**config.mk**
```make
export PLATFORM = sky130hd
export DESIGN_NAME = audio_dac_serializer_flat
export DESIGN_NICKNAME = d
export VERILOG_FILES = /design/src/rtl/audio_dac_serializer_if.sv /design/src/rtl/audio_dac_serializer.sv /design/src/flat_wrapper.sv
export SDC_FILE = /design/constraint.sdc
export NUM_CORES = 1
export LEC_CHECK = 0
export ABC_AREA = 1
export BUFFER_PORTS_ARGS = -buffer_cell sky130_fd_sc_hd__buf_2
export CAP_MARGIN = 20
export CORE_UTILIZATION = 50
export DETAILED_ROUTE_END_ITERATION = 10
export GPL_ROUTABILITY_DRIVEN = 0
export PLACE_DENSITY = 0.68
export SYNTH_ARGS = -nofsm -noshare
export SYNTH_HDL_FRONTEND = slang
export SYNTH_SLANG_ARGS = --single-unit
```
**constraint.sdc**
```tcl
create_clock -name clkin_50 -period 9.2 [get_ports clkin_50]
set_input_delay 1.38 -clock clkin_50 [delete_from_list [all_inputs] [get_ports clkin_50]]
set_output_delay 1.38 -clock clkin_50 [all_outputs]
set_load 0.01 [all_outputs]
```
**src/rtl/audio_dac_serializer_if.sv**
```systemverilog
// Stereo PCM frame stream from the sample source into the DAC serializer.
// Handshake: a frame transfers on every clock edge where s_valid and s_ready are both high.
interface audio_dac_serializer_if #(
  parameter int DATA_W = 16
);
  logic [2*DATA_W-1:0] s_data;
  logic                s_valid;
  logic                s_ready;

  modport master (output s_data, output s_valid, input s_ready);
  modport slave  (input s_data, input s_valid, output s_ready);
endinterface

```
**src/rtl/audio_dac_serializer.sv**
```systemverilog
// I2S DAC serializer: buffers stereo frames in a small FIFO and shifts them out MSB-first,
// slaved to the codec's bit and word clocks, which are sampled in the clkin_50 domain.
module audio_dac_serializer #(
  parameter int DATA_W     = 16,
  parameter int FIFO_DEPTH = 4
) (
  input  logic                          clkin_50,
  input  logic                          rst,
  audio_dac_serializer_if.slave         s,
  output logic [$clog2(FIFO_DEPTH):0]   fifo_level,
  input  logic                          aud_bclk,
  input  logic                          aud_dac_lrck,
  output logic                          aud_dac_dat,
  output logic                          underrun,
  input  logic                          clr_underrun
);

  localparam int AW = $clog2(FIFO_DEPTH);
  localparam int LW = AW + 1;
  localparam int CW = $clog2(DATA_W) + 1;
  localparam int FW = 2 * DATA_W;

  // [0],[1] synchronize; [2] holds the previous synchronized value for edge detection
  logic [2:0] bclk_sync;
  logic [2:0] lrck_sync;
  logic       bclk_fall;
  logic       lr_fall;
  logic       lr_rise;

  always_ff @(posedge clkin_50 or posedge rst) begin
    if (rst) begin
      bclk_sync <= '0;
      lrck_sync <= '0;
    end else begin
      bclk_sync <= {bclk_sync[1:0], aud_bclk};
      lrck_sync <= {lrck_sync[1:0], aud_dac_lrck};
    end
  end

  assign bclk_fall = bclk_sync[2] & ~bclk_sync[1];
  assign lr_fall   = lrck_sync[2] & ~lrck_sync[1];
  assign lr_rise   = ~lrck_sync[2] & lrck_sync[1];

  // Frame FIFO; pointers carry one extra wrap bit so full and empty are distinguishable
  logic [FW-1:0] mem [FIFO_DEPTH];
  logic [LW-1:0] wr_ptr;
  logic [LW-1:0] rd_ptr;
  logic [LW-1:0] level;
  logic          empty;
  logic          push;
  logic          pop;
  logic [FW-1:0] head;

  assign level      = wr_ptr - rd_ptr;
  assign empty      = (level == '0);
  assign s.s_ready  = (level != LW'(FIFO_DEPTH));
  assign fifo_level = level;
  assign push       = s.s_valid & s.s_ready;
  assign pop        = lr_fall & ~empty;
  assign head       = mem[rd_ptr[AW-1:0]];

  always_ff @(posedge clkin_50) begin
    if (push) begin
      mem[wr_ptr[AW-1:0]] <= s.s_data;
    end
  end

  always_ff @(posedge clkin_50 or posedge rst) begin
    if (rst) begin
      wr_ptr <= '0;
      rd_ptr <= '0;
    end else begin
      if (push) begin
        wr_ptr <= wr_ptr + 1'b1;
      end
      if (pop) begin
        rd_ptr <= rd_ptr + 1'b1;
      end
    end
  end

  // Serializer. Every lr_fall either is armed or arms, so it always starts a left slot.
  // An lrck edge wins over a coincident bclk_fall and leaves the data pin untouched,
  // which yields the one-BCLK MSB delay of I2S.
  logic [DATA_W-1:0] shreg;
  logic [FW-1:0]     frame_reg;
  logic [CW-1:0]     bitcnt;
  logic              armed;

  always_ff @(posedge clkin_50 or posedge rst) begin
    if (rst) begin
      shreg       <= '0;
      frame_reg   <= '0;
      bitcnt      <= CW'(DATA_W);
      armed       <= 1'b0;
      aud_dac_dat <= 1'b0;
    end else if (lr_fall) begin
      armed  <= 1'b1;
      bitcnt <= '0;
      if (!empty) begin
        frame_reg <= head;
        shreg     <= head[FW-1:DATA_W];
      end else begin
        frame_reg <= '0;
        shreg     <= '0;
      end
    end else if (lr_rise) begin
      if (armed) begin
        shreg  <= frame_reg[DATA_W-1:0];
        bitcnt <= '0;
      end
    end else if (bclk_fall && armed) begin
      if (bitcnt < CW'(DATA_W)) begin
        aud_dac_dat <= shreg[DATA_W-1];
        shreg       <= {shreg[DATA_W-2:0], 1'b0};
        bitcnt      <= bitcnt + 1'b1;
      end else begin
        aud_dac_dat <= 1'b0;
      end
    end
  end

  // A new underrun outranks a clear arriving in the same cycle
  always_ff @(posedge clkin_50 or posedge rst) begin
    if (rst) begin
      underrun <= 1'b0;
    end else if (lr_fall && empty) begin
      underrun <= 1'b1;
    end else if (clr_underrun) begin
      underrun <= 1'b0;
    end
  end

endmodule

```
**src/flat_wrapper.sv**
```systemverilog
// flat-port wrapper written by rule: the top's interface ports become plain ports
module audio_dac_serializer_flat 
#(
  parameter int DATA_W     = 16,
  parameter int FIFO_DEPTH = 4
)
  (clkin_50, rst, fifo_level, aud_bclk, aud_dac_lrck, aud_dac_dat, underrun, clr_underrun, s_s_data, s_s_valid, s_s_ready);
  audio_dac_serializer_if #(.DATA_W(DATA_W)) s_i ();
  input  logic clkin_50;
  input  logic rst;
  output logic [$clog2(FIFO_DEPTH):0] fifo_level;
  input  logic aud_bclk;
  input  logic aud_dac_lrck;
  output logic aud_dac_dat;
  output logic underrun;
  input  logic clr_underrun;
  input wire logic [$bits(s_i.s_data)-1:0] s_s_data;
  input wire logic [$bits(s_i.s_valid)-1:0] s_s_valid;
  output wire logic [$bits(s_i.s_ready)-1:0] s_s_ready;
  assign s_i.s_data = s_s_data;
  assign s_i.s_valid = s_s_valid;
  assign s_s_ready = s_i.s_ready;
  audio_dac_serializer #(.DATA_W(DATA_W), .FIFO_DEPTH(FIFO_DEPTH)) u_core (.clkin_50(clkin_50), .rst(rst), .s(s_i), .fifo_level(fifo_level), .aud_bclk(aud_bclk), .aud_dac_lrck(aud_dac_lrck), .aud_dac_dat(aud_dac_dat), .underrun(underrun), .clr_underrun(clr_underrun));
endmodule
```
Yosys cells after proc, flatten, opt, wreduce, memory -nomap -nowiden:

Memories as Yosys holds them, arrays and structs flattened.
Index checks and enable logic that the tools add are counted.
W data, S select, Z words.

* multiplexer cells: 17
* magnitude comparators: 1
* add/subtract/negate cells: 4
* equal/unequal tests: 2
* reduce and logical (&&, ||, !) cells: 8
* bitwise operators: 11

Operators with widths (number)
* $mux W16: 7
* $mux W5: 5
* $add A3 B1 Y3 const B: 2
* $not A1 Y1: 6
* $reduce_and A3 Y1: 2
* $reduce_bool A3 Y1: 2
* $add A5 B1 Y5 const B: 1
* $and A1 B1 Y1: 5
* $lt A5 B5 Y1 const B: 1
* $mux W1: 5
* $logic_not A3 Y1: 1
* $ne A3 B2 Y1 const B: 1
* $ne A3 B3 Y1 const B: 1
* $sub A3 B3 Y3: 1
* $logic_and A1 B1 Y1: 2
* $reduce_bool A2 Y1: 1

* memories kept: 1
* register bits after elaboration: 52
* bits of input ports: 38
* output and inout port bits: 6
* bits in writable memories: 128
* logic and storage cells: 54

Memory list
* u_core.mem: depth 4, width 32, rd ports 1, clocked after memory_dff 0, write ports 1, RTL line audio_dac_serializer.sv:45 `logic [FW-1:0] mem [FIFO_DEPTH];`

Logic depth before layout (Yosys ltp):

* depth after elaboration: 6
* depth in mapped cells: 10
* gate-level depth less buffers: 10

Worst setup path after synthesis:

Ideal clock, no wire load.

* kind: flip-flop to flip-flop
* start: register u_core.wr_ptr[0]
* end: memory u_core.mem[0][0] (netlist name), enable pin
* data arrival time: 2.929 ns
* library setup time: 0.421 ns
* stages on the path, launching flop included: 9
* slack: 5.850 ns
* clock period less this slack: 3.350 ns
* data required time: 8.779 ns
* path buffers: 0
* path through: dfrtp_1 -> inv_1 -> ha_1 -> fa_1 -> nand3_2 -> nand2_1 -> nand2_1 -> nand2_4 -> nor2_1

* word-level cells in the longest chain between the ends: 5

RTL lines
* start, declared: RTL line audio_dac_serializer.sv:46 `logic [LW-1:0] wr_ptr;`
* start signal, assigned: RTL line audio_dac_serializer.sv:74 `wr_ptr <= wr_ptr + 1'b1;`
* $sub A3 B3 Y3: RTL line audio_dac_serializer.sv:54 `assign level = wr_ptr - rd_ptr;`
* net fifo_level[2]: RTL line flat_wrapper.sv:11 `output logic [$clog2(FIFO_DEPTH):0] fifo_level;`
* $ne A3 B3 Y1: RTL line audio_dac_serializer.sv:56 `assign s.s_ready = (level != LW'(FIFO_DEPTH));`
* net s_s_ready: RTL line flat_wrapper.sv:19 `output wire logic [$bits(s_i.s_ready)-1:0] s_s_ready;`
* $and A1 B1 Y1: RTL line audio_dac_serializer.sv:58 `assign push = s.s_valid & s.s_ready;`
* $mux W1: RTL line audio_dac_serializer.sv:63 `if (push) begin`
* $mux W1 (not written as such): RTL line audio_dac_serializer.sv:64 `mem[wr_ptr[AW-1:0]] <= s.s_data;`
* end, declared: RTL line audio_dac_serializer.sv:45

The timed path passes the listed nets, and every way through them passes these cells.

Worst setup path in the final report:

* start: register u_core.wr_ptr[0]
* end: output s_s_ready

* word-level cells in the longest chain between the ends: 2

RTL lines (RTL line)
* $sub A3 B3 Y3: audio_dac_serializer.sv:54
* $ne A3 B3 Y1: audio_dac_serializer.sv:56
* end, declared: flat_wrapper.sv:19

No other way between the ends.

==> flow_metrics.py <==
metrics = {
    "worst_setup_path": {
        "crit_path_end_kind": "primary output",
        "crit_path_top_delay_cell": "fa_1",
        "worstPathCellList": "inv_1 > ha_1 > fa_1 > nand2_1 > inv_1 > nand2_1 > buf_2",
        "worstPathRequired_ns": 7.82,
        "cp_top_family": "adder cells",
        "cp.depth": 7,
        "arrival_ns": 2.12,
        "cp_max_fo": 4,
        "slowest_delay_ns": 0.50,
        "reg2regPathDepth": 9,
        "r2r_setup_slack_ns": 6.34,
        "r2r_start": "u_core.rd_ptr[0]",
        "crit_type": "flip-flop to primary output",
        "cp.buffers_inverters": 3,
        "crit_path_start_kind": "flip-flop",
        "reg2reg_to": "u_core.shreg[2]",
    },
    "die": {
        "start_util": 0.515,
        "row_count": 44,
        "die_h_um": 125,
        "pin_count": 44,
        "die_area_mm2": 0.0155,
        "fp.dieW_um": 125,
        "design.core.area_mm2": 0.0146,
    },
    "worst_hold_path": {
        "min_to": "u_core.bclk_sync[1]",
        "holdCritStartpoint": "u_core.bclk_sync[0]",
        "hold_path_class": "flip-flop to flip-flop",
        "hold_depth": 0,
    },
    "logic_synthesis": {
        "synthCells": 695,
        "syn_avg_cell_area_um2": 10.8,
        "yosysTopAreaCellShare": 0.511,
        "ys_types": 30,
        "yosys.area.top_type": "edfxtp_1",
        "yosys_register_bits": 180,
        "seq_area_frac_synth": 0.685,
        "synthTopCellsByArea": "edfxtp_1 (51%), dfrtp_1 (17%), nand2_1 (13%)",
        "synth_area_mm2": 0.00751,
        "synth-warning-count": 0,
        "synthesis.nets": 743,
    },
    "sta": {
        "worstMarginPinSlew_ns": 0.705,
        "period_share": 0.381,
        "setup_tns_ns": 0,
        "hold_viol": 0,
        "rsz0062_at_grt": "false",
        "setup_viol": 0,
        "final_max_slew_viol_count": 0,
        "fin_ws_ns": 5.70,
        "maxSlewHeadroom": 0.527,
        "finalClockSkew_ns": 0.00698,
        "fmax_ghz": 0.285,
        "min_period_ns": 3.50,
    },
    "grt": {
        "grt_use_total": 0.203,
        "antenna_found_initial": 0,
        "overflow": 0,
        "grt_first_pass_wirelength_um": 24100,
        "grt_pass1_vias": 4715,
        "grt_max_degree": 67,
    },
    "drt": {
        "viasPerCell": 5.25,
        "vias": 4876,
        "wl_um": 14500,
        "ant_nets": 0,
        "drtIter0Drc": 390,
        "dr.pass1.iters": 4,
        "drcViolationCount": 0,
        "wl_per_cell_um": 15.6,
    },
    "clock_network": {
        "cts_buffers": 17,
        "path_clk_slew_ns": 0.07,
        "cts_tree": "yes",
        "clk_latency_ns": 0.43,
        "clockBufferDepth": 2,
        "cts.repair.resized": 0,
        "cts_max_level": 4,
        "cts.sinks": 180,
        "root_buffer": "clkbuf_16",
        "post_cts_buffers": 0,
        "ctsHoldBuffers": 0,
    },
    "place": {
        "hpwl_um": 8450,
        "dp_cells": 896,
        "place.port_buffers": 43,
        "dpl_worst_slack_ns": 6.16,
    },
    "pwr": {
        "p_per_area_mw_per_mm2": 330,
        "power.leakage_nw": 3.56,
        "total_power_mw": 2.82,
        "irDropWorstVdd_uv": 160,
    },
    "layout": {
        "drive_gt1_frac": 0.137,
        "post-route-util": 0.586,
        "nets": 780,
        "largest_reg_flops": 128,
        "final_cells": 929,
        "filler_cell_count": 1166,
        "syn_to_final_growth_pct": 13.7,
        "num_antenna_cells": 0,
    },
    "run": {
        "drv_cap": 0,
    },
    "outcome": {
        "outcome": "completed",
    },
}
[worst reg2reg max path, stage by stage (launching register included)]
cell      delay [ns]
dfrtp_2         0.36
buf_4           0.53
clkinv_1        0.84
buf_4           0.53
nand2_1         0.12
nand2_1         0.05
nand2_1         0.06
nand2_1         0.10
nand3_1         0.09
a21oi_1         0.07
[layout by cell type, fill, tap and decap left out, types with 14 or more instances in the layout]
cell type and count:
o22ai_1 14, edfxtp_1 128, dfrtp_1 50, nor2_1 52, nand3_1 53, nand2_1 251
inv_1 36, a21oi_1 21, clkbuf_16 17, buf_2 43
[how the worst max path moves through the flow]
stage / start / endpoint / slack, ns
floorplan: u_core.wr_ptr[0] / u_core.mem[0][0] / 5.85
global placement: u_core.wr_ptr[0] / s_s_ready / 6.18
detailed placement: u_core.wr_ptr[0] / s_s_ready / 6.16
CTS: u_core.wr_ptr[0] / s_s_ready / 5.68
global route: u_core.wr_ptr[0] / s_s_ready / 5.54
finish: u_core.wr_ptr[0] / s_s_ready / 5.70
[metrics by stage]
step	hold WS, ns	area (um2)
global placement	0.343	7830
detailed placement	0.346	7860
CTS	0.367	8510
finish	0.364	8540
floorplan	0.331	7510
global route	0.374	8540
[cell usage after synthesis]
master / count
fa_1: 1
o21ai_0: 7
nand3_1: 53
nand2_2: 3
o22ai_1: 14
o21a_1: 1
buf_2: 18
nand3_2: 1
buf_6: 4
ha_1: 9
dfrtp_1: 51
a211oi_1: 13
edfxtp_1: 128
buf_4: 6
buf_1: 2
o21ai_1: 2
nor2_1: 56
nor2_2: 1
nand3_4: 1
xor2_2: 1
nand2_4: 1
clkbuf_1: 6
xnor2_1: 2
inv_1: 38
xor2_1: 1
a21boi_0: 1
a21oi_1: 21
or2_4: 1
nand2_1: 251
dfstp_2: 1
[power by group]
part | total, mW | internal [mW] | switching, mW
Clock | 0.789 | 0.482 | 0.307
Combinational | 0.863 | 0.267 | 0.596
Sequential | 1.17 | 1.10 | 0.0670
Total | 2.82 | 1.85 | 0.970
[area by class of cell]
class,count,area [um2],share of cell area
inverter,38,143,0.0167
clock buffer,20,467,0.0546
sequential,180,5150,0.603
timing repair buffer,54,338,0.0395
multi-input combinational,441,2030,0.237
clock inverter,12,191,0.0224
tap,184,230,0.0270
[metal layers]
metal	global-route usage	vias up	part of all wire
met5	0	-	0
met4	0.0737	0	0.018
met3	0.0601	21	0.044
met2	0.330	105	0.50
met1	0.260	2366	0.44
li1	-	2384	-
[logic make-up after synthesis]
kind of cell               synth area share
adders and majority gates            0.0176
xor gates and xnor gates            0.00566
and+or+nand+nor                       0.198
buffers and inverters                0.0470
DFF                                   0.685
AOI/OAI and AO/OA                    0.0466
Power figures use the tool's default switching activity.
